File: src/rtl/gb_stream_pkg.sv
// Shared types and widths for the Gaussian-blur output stream path.
// Defines the packed output word carried between the packer and its word buffer.
package gb_stream_pkg;

  localparam int PIX_W  = 8;
  localparam int WORD_W = 32;
  localparam int LANES  = 4;
  localparam int CNT_W  = 20;
  localparam int IDX_W  = $clog2(LANES);

  typedef struct packed {
    logic [WORD_W-1:0] data;
    logic [LANES-1:0]  keep;
    logic              last;
  } gb_word_t;

  // Lanes 0..last_lane are populated in a word closed at last_lane.
  function automatic logic [LANES-1:0] keep_mask(input logic [IDX_W-1:0] last_lane);
    keep_mask = '0;
    for (int i = 0; i < LANES; i++) begin
      keep_mask[i] = (IDX_W'(i) <= last_lane);
    end
  endfunction

endpackage

File: src/rtl/gb_word_fifo.sv
// Small synchronous word buffer; entry 0 is always the head, so the outputs
// come straight from registers and stay put while the consumer stalls.
module gb_word_fifo
  import gb_stream_pkg::*;
#(
  parameter int DEPTH = 2
) (
  input  logic     clk,
  input  logic     rst,
  input  logic     push,
  input  gb_word_t push_word,
  input  logic     pop,
  output gb_word_t head,
  output logic     valid,
  output logic     full
);

  localparam int CW = $clog2(DEPTH + 1);

  gb_word_t       mem   [DEPTH];
  gb_word_t       mem_n [DEPTH];
  logic [CW-1:0]  cnt;
  logic [CW-1:0]  cnt_n;
  logic           do_push;
  logic           do_pop;
  int             wr_idx;

  // A pop shifts everything toward the head; a simultaneous push lands in
  // the slot just vacated at the tail so occupancy is unchanged.
  always_comb begin
    do_pop  = pop && (cnt != '0);
    do_push = push && !full;
    mem_n   = mem;
    wr_idx  = do_pop ? int'(cnt) - 1 : int'(cnt);
    if (do_pop) begin
      for (int i = 0; i < DEPTH - 1; i++) begin
        mem_n[i] = mem[i+1];
      end
    end
    for (int i = 0; i < DEPTH; i++) begin
      if (do_push && (i == wr_idx)) begin
        mem_n[i] = push_word;
      end
    end
    cnt_n = cnt;
    if (do_push && !do_pop) begin
      cnt_n = cnt + CW'(1);
    end else if (!do_push && do_pop) begin
      cnt_n = cnt - CW'(1);
    end
  end

  always_ff @(posedge clk) begin
    if (rst) begin
      for (int i = 0; i < DEPTH; i++) begin
        mem[i] <= '0;
      end
      cnt <= '0;
    end else begin
      mem <= mem_n;
      cnt <= cnt_n;
    end
  end

  assign head  = mem[0];
  assign valid = (cnt != '0);
  assign full  = (cnt == CW'(DEPTH));

endmodule

File: src/rtl/gb_out_packer.sv
// Packs 8-bit blurred pixels into 32-bit AXI-stream words, closing words early
// at frame end and flagging frames whose TLAST disagrees with the configured length.
module gb_out_packer
  import gb_stream_pkg::*;
#(
  parameter int FIFO_DEPTH = 2
) (
  input  logic                 clk,
  input  logic                 rst,
  input  logic [PIX_W-1:0]     s_TDATA,
  input  logic                 s_TLAST,
  input  logic                 s_TVALID,
  output logic                 s_TREADY,
  output logic [WORD_W-1:0]    m_TDATA,
  output logic [LANES-1:0]     m_TKEEP,
  output logic                 m_TLAST,
  output logic                 m_TVALID,
  input  logic                 m_TREADY,
  input  logic [CNT_W-1:0]     cfg_frame_pixels,
  input  logic                 err_clr,
  output logic                 err_tlast_early,
  output logic                 err_tlast_missing,
  output logic                 frame_done
);

  logic                        rst_d;
  logic                        fifo_full;
  logic                        accept;
  logic [LANES-1:0][PIX_W-1:0] lanes;
  logic [IDX_W-1:0]            idx;
  logic [CNT_W-1:0]            pix_cnt;
  logic [CNT_W-1:0]            exp_len;
  logic [CNT_W-1:0]            eff_len;
  logic [CNT_W-1:0]            cnt_next;
  logic                        len_hit;
  logic                        frame_end;
  logic                        close_word;
  gb_word_t                    word;
  gb_word_t                    head;

  // Ready is held low through reset and the cycle that follows it.
  assign s_TREADY = ~rst & ~rst_d & ~fifo_full;
  assign accept   = s_TVALID & s_TREADY;

  // The first pixel of a frame sees the live cfg value; later pixels use the latched length.
  assign eff_len    = (pix_cnt == '0) ? cfg_frame_pixels : exp_len;
  assign cnt_next   = pix_cnt + CNT_W'(1);
  assign len_hit    = (eff_len != '0) && (cnt_next == eff_len);
  assign frame_end  = s_TLAST | len_hit;
  assign close_word = accept & ((idx == IDX_W'(LANES - 1)) | frame_end);

  always_comb begin
    word.data = '0;
    for (int i = 0; i < LANES; i++) begin
      if (IDX_W'(i) < idx) begin
        word.data[i*PIX_W +: PIX_W] = lanes[i];
      end else if (IDX_W'(i) == idx) begin
        word.data[i*PIX_W +: PIX_W] = s_TDATA;
      end
    end
    word.keep = keep_mask(idx);
    word.last = frame_end;
  end

  always_ff @(posedge clk) begin
    rst_d <= rst;
    if (rst) begin
      lanes             <= '0;
      idx               <= '0;
      pix_cnt           <= '0;
      exp_len           <= '0;
      err_tlast_early   <= 1'b0;
      err_tlast_missing <= 1'b0;
      frame_done        <= 1'b0;
    end else begin
      frame_done        <= accept & frame_end;
      err_tlast_early   <= (err_tlast_early & ~err_clr) |
                           (accept & s_TLAST & (eff_len != '0) & (cnt_next < eff_len));
      err_tlast_missing <= (err_tlast_missing & ~err_clr) |
                           (accept & ~s_TLAST & len_hit);
      if (accept) begin
        if (pix_cnt == '0) begin
          exp_len <= cfg_frame_pixels;
        end
        pix_cnt <= frame_end ? '0 : cnt_next;
        if (close_word) begin
          lanes <= '0;
          idx   <= '0;
        end else begin
          lanes[idx] <= s_TDATA;
          idx        <= idx + IDX_W'(1);
        end
      end
    end
  end

  gb_word_fifo #(
    .DEPTH(FIFO_DEPTH)
  ) u_fifo (
    .clk      (clk),
    .rst      (rst),
    .push     (close_word),
    .push_word(word),
    .pop      (m_TVALID & m_TREADY),
    .head     (head),
    .valid    (m_TVALID),
    .full     (fifo_full)
  );

  assign m_TDATA = head.data;
  assign m_TKEEP = head.keep;
  assign m_TLAST = head.last;

endmodule

File: config.mk
export PLATFORM = sky130hd
export DESIGN_NAME = gb_out_packer
export DESIGN_NICKNAME = d
export VERILOG_FILES = /design/src/rtl/gb_stream_pkg.sv /design/src/rtl/gb_word_fifo.sv /design/src/rtl/gb_out_packer.sv
export SDC_FILE = /design/constraint.sdc
export NUM_CORES = 1
export LEC_CHECK = 0
export ABC_AREA = 1
export BUFFER_PORTS_ARGS = -buffer_cell sky130_fd_sc_hd__buf_4
export CORE_ASPECT_RATIO = 0.7
export CORE_UTILIZATION = 60
export CTS_CLUSTER_DIAMETER = 30
export DETAILED_ROUTE_END_ITERATION = 8
export GPL_ROUTABILITY_DRIVEN = 0
export HOLD_SLACK_MARGIN = 0.05
export PLACE_DENSITY = 0.84
export SLEW_MARGIN = 40
export SYNTH_ARGS = -nofsm -noshare
export SYNTH_HDL_FRONTEND = slang
export SYNTH_SLANG_ARGS = --single-unit
File: constraint.sdc
create_clock -name clk -period 5.2 [get_ports clk]
set_input_delay 0.52 -clock clk [delete_from_list [all_inputs] [get_ports clk]]
set_output_delay 0.52 -clock clk [all_outputs]
set_load 0.005 [all_outputs]
Yosys cells after proc, flatten, opt, wreduce, memory -nomap -nowiden
Index checks and enable logic that the tools add are counted.
Widths: inputs -> output; s select.

cells by class
  add/subtract/negate cells = 5
  magnitude comparators = 11
  equality and inequality tests = 7
  multiplexer cells = 20
  bitwise logic cells = 22
  reductions and logical operators = 18

operators with widths
  operator               count
  $mux 37                2
  $mux 8                 9
  $mux 32                2
  $mux 20                2
  $bwmux 32              1
  $eq 2x32->1 const A    1
  $logic_not 32->1       1
  $add 20x1->20 const B  1
  $eq 20x20->1           1
  $logic_not 20->1       1
  $lt 20x20->1           1
  $reduce_bool 20->1     1
  $demux 8 s2            1
  $and 1x1->1            13
  $logic_and 1x1->1      8
  $mux 2                 3
  $reduce_bool 2->1      3
  $not 1->1              5
  $add 2x1->2 const B    2
  $eq 2x2->1 const A     2
  $eq 2x2->1 const B     2
  $le 1x2->1 const A     2
  $le 2x2->1 const A     2
  $lt 1x2->1 const A     2
  9 further kinds        15

word-level totals
  bits in registers = 154
  input bits = 34
  output and inout port bits = 42

Depth between registers and ports, before layout
Gate-level depths: netlist (run 1).

  word-level depth = 12
  mapped depth = 29

Cells and area by module
A second synthesis (run 1) with hierarchy kept.

second synthesis, totals
  cells, all modules = 1207
  area, all modules = 8236.6 um^2

modules (own cells, without submodules)
  module         instances  cells an instance  area an instance (um^2)
  gb_out_packer  1          623                4315.4
  gb_word_fifo   1          584                3921.3

Least setup slack after synthesis (run 1)
OpenSTA, ideal clock, no wires.

  path type = register to register
  start = reg pix_cnt[0]
  end = reg u_fifo.cnt[1]
  setup time = 0.122 ns
  data arrival time = 4.121 ns
  required time = 5.078 ns
  setup slack = 0.957 ns
  stages on the path, launching flop included = 30
  path buffers = 1
  cells stage by stage = dfxtp_1 -> ha_1 -> nand2_1 -> nor2_1 -> and3_1 -> nand2_1 -> nor2_1 -> nand2_1 -> nor2_1 -> nand3_1 -> nor2_1 -> nand3_1 -> xor2_1 -> inv_1 -> ha_1 -> nand2_1 -> nor2_1 -> nand4_1 -> nor4_1 -> nand4_1 -> o21bai_4 -> nand3_4 -> nand2_2 -> inv_2 -> buf_2 -> ha_1 -> a21oi_1 -> o21ai_0 -> o21ai_0 -> a21oi_1

on the way
  longest elaborated chain between the ends = 11
  elaborated cells between the ends (all ways) = 15
  those cells by class = add/sub: 1; eq/ne: 1; mux: 2; bitwise: 3; reduce/logical: 8

ends and longest elaborated chain
  what                                                   RTL line             source
  from (decl)                                            gb_out_packer.sv:31  logic [CNT_W-1:0] pix_cnt;
  from (signal assigned)                                 gb_out_packer.sv:85  pix_cnt <= frame_end ? '0 : cnt_next;
  branches (longest 3 deep; another with $add 20x1->20)  n/a
  $logic_and 1x1->1 *                                    gb_out_packer.sv:48  assign len_hit = (eff_len != '0) && (cnt_next == eff_len);
  $or 1x1->1 *                                           gb_out_packer.sv:49  assign frame_end = s_TLAST | len_hit;
  $or 1x1->1 *                                           gb_out_packer.sv:50  assign close_word = accept & ((idx == IDX_W'(LANES - 1)) | frame_end);
  $and 1x1->1 *                                          gb_out_packer.sv:50
  $logic_and 1x1->1 *                                    gb_word_fifo.sv:32   do_push = push && !full;
  $logic_not 1->1                                        gb_word_fifo.sv:48   end else if (!do_push && do_pop) begin
  $logic_and 1x1->1                                      gb_word_fifo.sv:48
  $reduce_bool 2->1 (no line)                            n/a
  to (signal assigned)                                   gb_word_fifo.sv:61   cnt <= cnt_n;
  to (decl)                                              gb_word_fifo.sv:22   logic [CW-1:0] cnt;

Every way passes the cells marked *.
A chain may end at the register's enable or synchronous reset.

Worst setup path after layout (run 1)
  start = reg pix_cnt[0]
  end = reg u_fifo.mem[19] (netlist name)

on the way
  longest elaborated chain between the ends = 9
  elaborated cells between the ends (all ways) = 11
  those cells by class = add/sub: 1; eq/ne: 1; mux: 1; bitwise: 3; reduce/logical: 5

ends and longest elaborated chain
  what                                                   RTL line             source
  branches (longest 3 deep; another with $add 20x1->20)  n/a
  $logic_and 1x1->1 *                                    gb_out_packer.sv:48
  $or 1x1->1 *                                           gb_out_packer.sv:49
  $or 1x1->1 *                                           gb_out_packer.sv:50
  $and 1x1->1 *                                          gb_out_packer.sv:50
  $logic_and 1x1->1 *                                    gb_word_fifo.sv:32
  $logic_and 1x1->1 *                                    gb_word_fifo.sv:41   if (do_push && (i == wr_idx)) begin
  to (signal assigned)                                   gb_word_fifo.sv:60   mem <= mem_n;
  to (decl)                                              gb_word_fifo.sv:20   gb_word_t mem [DEPTH];

Marked as above.

==> flow_summary.json, run 1 <==
{
  "netlist.area_leader.share": 0.3682,
  "grt_use_total": 0.3064,
  "placed_cell_area_mm2": 0.008255,
  "cts_root_buffer": "clkbuf_16",
  "synth_area_per_cell_um2": 6.934,
  "timing.slew.headroom": 0.5000,
  "grt_pass1_vias": 6706,
  "cp-start-kind": "flip-flop",
  "ys.flop_type": "dfxtp_1",
  "synth.most_common_cell": "nand2_1",
  "fin_setup_tns_ns": 0,
  "cts.sinks": 146,
  "maxSlewViolCount": 0,
  "final_antenna_net_count": 0,
  "fin_skew_ns": 0.01256,
  "syn-instance-count": 1145,
  "crit_required_ns": 5.52,
  "status": "completed",
  "placed_cells": 1293,
  "cp_slowest_cell": "dfxtp_1",
  "tightest_slew_ns": 0.7492,
  "io_buffers": 75,
  "core_area_mm2": 0.01268,
  "fp.dieW_um": 139.5,
  "drtIter0Drc": 978,
  "min_path_type": "in2reg",
  "cp_max_fo": 39,
  "vias_per_cell": 5.764,
  "fin_crit_ns": 4.750,
  "dp_hpwl_mm": 13.54,
  "cts_buffers": 17,
  "wirelength_mm": 20.70,
  "worstSetupEndpointType": "flip-flop",
  "rrSetupSlack_ns": 0.45,
  "p_total_mw": 3.060,
  "max-clock-path-buffers": 2,
  "drcViolationCount": 0,
  "io_pins": 76,
  "die_h_um": 98.24,
  "fin_area_mm2": 0.008904,
  "nets": 1219,
  "rows": 34,
  "drive_gt1_frac": 0.1294,
  "critical-path-max-stage-delay_ns": 0.41,
  "path_clk_slew_ns": 0.06,
  "yosysSeqAreaShare": 0.3682,
  "clock_latency_ns": 0.42,
  "ir_drop_mv": 0.3381,
  "worstSetupPathType": "reg2reg",
  "start_util": 0.6262,
  "cts_hold_buf": 0,
  "grt-ovfl-total": 0,
  "synthTopCellsByArea": "dfxtp_1 37%, nand2_1 17%, a21oi_1 6.1%",
  "fin_util": 0.7023,
  "synth_commonest_cells": "352 x nand2_1, 146 x dfxtp_1, 97 x a21oi_1",
  "syn_nets": 1210,
  "die-area_mm2": 0.01370,
  "n_antenna_cell": 0,
  "ys_ff_latch": 146,
  "p_leak_nw": 3.891,
  "syn_area_mm2": 0.007939,
  "ys.warnings.count": 0,
  "first_pass_iters": 6,
  "power.density_mw_per_mm2": 343.7,
  "cp_data_arrival_time_ns": 5.07,
  "synth-edff-count": 0,
  "yosysTopAreaCell": "dfxtp_1",
  "routedWlPerCell_um": 15.58,
  "vias": 7660,
  "syn_to_final_growth_pct": 12.15,
  "cap_violations": 0,
  "ctsHtreeMaxLevel": 4,
  "final-hold-violation-count": 0,
  "grt_pass1_wl_mm": 33.70,
  "cts_tree": "built",
  "instances_no_fill": 1329,
  "fmax_mhz": 210.5,
  "setup_violations": 0,
  "rsz0062_at_grt": "no",
  "ys_types": 35,
  "antenna_found_initial": 0,
  "grt_max_degree": 84,
  "synth-async-reset-ratio": 0,
  "layout_worst_path_cycle_share": 0.9135
}
==> placed cells by master, fill, tap and decap left out, drive strengths merged <==
cell      Yosys  routed
a211oi        1       1
a21oi        97      97
and2         18      18
and3          2       2
buf          57      91
bufinv        0       3
clkbuf       45      19
clkinv        3       8
clkinvlp      0       2
dfxtp       146     146
ha           31      31
inv          86      89
nand2       353     353
nand3        87      88
nand3b       10      10
nand4        48      48
nor2         39      39
nor3          3       3
nor4          1       1
o2111ai       1       1
o21a          1       1
o21ai        77      77
o21bai        1       1
o22ai        21      21
or2           1       1
xnor2         1       1
xor2         15      15
==> metrics by stage <==
stage	hold slack [ns]	setup slack [ns]
3_5_place_dp	0.4553	0.4814
4_1_cts	0.3512	0.4139
5_1_grt	0.3889	0.1099
3_3_place_gp	0.4517	0.6804
2_1_floorplan	0.4359	0.9571
6_report	0.3665	0.4496
==> worst max-delay path: cells and delay by family, from the launching register on <==
family,cells,cell delay [ns]
AND/OR/NAND/NOR,19,2.68
buffers and inverters,3,0.54
adder cells (fa/ha/maj),2,0.51
flip-flops,1,0.41
AO/OA/AOI/OAI,2,0.33
XOR/XNOR,1,0.15
==> power by group <==
group          total [mW]  internal, mW  leakage, nW  switching [mW]
logic               0.614         0.185         2.42           0.429
clock network        1.24         0.755        0.287           0.488
registers            1.20          1.17         1.18          0.0299
total                3.06          2.11         3.89           0.947
==> logic make-up after synthesis <==
group           after synthesis  synth area share
compound gates              199            0.1363
xor+xnor                     16           0.01765
fa+ha+maj                    31           0.04886
buf+inv                     191            0.1135
flops                       146            0.3682
simple gates                562            0.3155
==> registers in the layout, indices dropped and copies added, names as in the netlist <==
register and cells:
u_fifo.cnt 2, err_tlast_missing 1, err_tlast_early 1, exp_len 20, lanes 24, frame_done 1
u_fifo.mem 37, idx 2, rst_d 1, pix_cnt 20, u_fifo.head 37
==> routing by layer <==
metal	part of all wire	wire length [um]	GRT usage
met4	0.012	249	0.07607
met1	0.47	9749	0.4571
met5	0	0	0
met3	0.11	2217	0.06523
met2	0.41	8485	0.4441
==> final cells by class <==
type	instances	area, um2
Fill cell	1046	3774
Tap cell	162	202.7
Timing Repair Buffer	91	711.9
Clock buffer	19	432.9
Sequential cell	146	2923
Clock inverter	13	160.2
Inverter	89	336.6
Multi-Input combinational cell	809	4136
==> worst paths after layout <==
kind,endpoint,depth (start not counted),startpoint
max,u_fifo.mem[19],27,pix_cnt[0]
min,err_tlast_early,4,err_clr
max reg2reg,u_fifo.mem[19],27,pix_cnt[0]
min reg2reg,pix_cnt[19],2,pix_cnt[19]
==> what timing repair did <==
action | CTS | global route
setup buffers | 0 | 3
resized for setup | 0 | 1
setup endpoints to repair | 0 | 1
No activity file was read; power rests on OpenSTA's default activity.
==> inputs of run 2 (changes only) <==
--- a/config.mk
+++ b/config.mk
@@ -8,12 +8,12 @@
 export ABC_AREA = 1
 export BUFFER_PORTS_ARGS = -buffer_cell sky130_fd_sc_hd__buf_4
 export CORE_ASPECT_RATIO = 0.7
-export CORE_UTILIZATION = 60
+export CORE_UTILIZATION = 41
 export CTS_CLUSTER_DIAMETER = 30
 export DETAILED_ROUTE_END_ITERATION = 8
 export GPL_ROUTABILITY_DRIVEN = 0
 export HOLD_SLACK_MARGIN = 0.05
-export PLACE_DENSITY = 0.84
+export PLACE_DENSITY = 0.62
 export SLEW_MARGIN = 40
 export SYNTH_ARGS = -nofsm -noshare
 export SYNTH_HDL_FRONTEND = slang
==> run 2 against run 1 <==
Net effect:
- clock-buffer cell count is 1 lower
- worst hold slack better by 0.029 ns
- utilization down 23 points
- critical endpoint is now u_fifo.mem[20]
- largest cell class unchanged
- largest power group unchanged
==> flow_summary.json, run 2 (synthesis results as in run 1) <==
{
  "status": "completed",
  "routedWlPerCell_um": 15.06,
  "multi_input_comb_area_mm2": 0.004136,
  "placed_cells": 1373,
  "cp_data_arrival_time_ns": 4.97,
  "grt_use_total": 0.2201,
  "cts_tree": "built",
  "vias_per_cell": 5.191,
  "grt_pass1_vias": 6471,
  "use_met2": 0.2923,
  "nets": 1218,
  "grt-ovfl-total": 0,
  "fin_ws_ns": 0.5555,
  "cts_root_buffer": "clkbuf_16",
  "layout_worst_path_cycle_share": 0.8932,
  "crit_required_ns": 5.53,
  "cts_buffers": 17,
  "regArea_mm2": 0.002923,
  "drcViolationCount": 0,
  "cts.sinks": 146,
  "setup_violations": 0,
  "rsz0062_at_grt": "no",
  "pre_cts_ws_ns": 0.4819,
  "maxSlewViolCount": 0,
  "worstSetupPathType": "reg2reg",
  "fp.dieW_um": 168.3,
  "cts_hold_buf": 0,
  "fin_crit_ns": 4.645,
  "dp_hpwl_mm": 14.09,
  "instances_no_fill": 1408,
  "power.density_mw_per_mm2": 345.1,
  "fin_area_mm2": 0.009002,
  "die-area_mm2": 0.01993,
  "p_leak_nw": 3.886,
  "p_total_mw": 3.107,
  "mostFrequentLayoutCells": "351 x nand2_1, 146 x dfxtp_1, 97 x a21oi_1, 89 x buf_4, 83 x nand3_1",
  "timing.slew.headroom": 0.4839,
  "path_clk_slew_ns": 0.07,
  "start_util": 0.4196,
  "cp_num_buf_inv": 3,
  "drtIter0Drc": 645,
  "cp_slowest_cell": "dfxtp_1",
  "critical-path-max-stage-delay_ns": 0.38,
  "ctsHtreeMaxLevel": 4,
  "core_area_mm2": 0.01892,
  "grt_pass1_wl_mm": 34.57,
  "crit_family": "simple AND/OR/NAND/NOR gates",
  "tightest_slew_ns": 0.7733,
  "min_path_type": "in2reg",
  "antenna_found_initial": 0,
  "n_antenna_cell": 0,
  "ir_drop_mv": 0.2375,
  "worstSetupEndpointType": "flip-flop",
  "busiest_layer": "met1",
  "cp_max_fo": 38,
  "placed_cell_area_mm2": 0.008356,
  "syn_to_final_growth_pct": 13.40,
  "rows": 42,
  "grt_max_degree": 66,
  "use_met1": 0.3440,
  "fill_cells": 1935,
  "drive_gt1_frac": 0.1295,
  "die_h_um": 118.4,
  "final_antenna_net_count": 0,
  "final_common_cell": "nand2_1",
  "cap_violations": 0,
  "wirelength_mm": 21.21,
  "first_pass_iters": 6,
  "final-hold-violation-count": 0,
  "io_buffers": 75,
  "grtUsageMet3": 0.06129,
  "fin_skew_ns": 0.01268,
  "hold_slack_ns": 0.3958,
  "max-clock-path-buffers": 2,
  "io_pins": 76,
  "cp-start-kind": "flip-flop",
  "fin_setup_tns_ns": 0,
  "vias": 7309,
  "clock_latency_ns": 0.43,
  "fin_util": 0.4759,
  "fmax_mhz": 215.3
}
## run 2: per-layer routing
layer | vias up | wire, um
met5 | - | 0
met4 | 0 | 161
met3 | 11 | 1667
met2 | 235 | 8321
met1 | 3307 | 11060
li1 | 3756 | -
## run 2: what timing repair did
| action | in CTS | in global routing |
|---|---|---|
| endpoints found under the setup margin | 0 | 1 |
| gates resized for setup | 0 | 1 |
| buffers inserted | 0 | 2 |
## run 2: report_power, final
part | leakage (nW) | switching (mW) | total (mW) | internal, mW
combinational | 2.41 | 0.434 | 0.617 | 0.183
clock | 0.298 | 0.514 | 1.29 | 0.774
sequential | 1.18 | 0.0286 | 1.20 | 1.17
total | 3.89 | 0.977 | 3.11 | 2.13
## run 2: worst min-delay path, stage by stage
cell     delay [ns]
buf_4          0.07
inv_1          0.06
nand2_1        0.06
a21oi_1        0.06
## run 2: worst paths after layout
| check | endpoint | slack, ns | startpoint | depth (start not counted) |
|---|---|---|---|---|
| max reg2reg | u_fifo.mem[20] | 0.56 | pix_cnt[1] | 27 |
| min | err_tlast_early | 0.40 | err_clr | 4 |
| min reg2reg | u_fifo.mem[1] | 0.46 | u_fifo.mem[1] | 2 |
| max | u_fifo.mem[20] | 0.56 | pix_cnt[1] | 27 |
## run 2: area by class of cell
cell class | count | area share
inverters | 89 | 0.03739
flip-flops and latches | 146 | 0.3247
repair buffers | 90 | 0.07644
clock inverters | 14 | 0.01960
well taps | 242 | 0.03363
multi-input cells | 809 | 0.4595
clock buffers | 18 | 0.04878
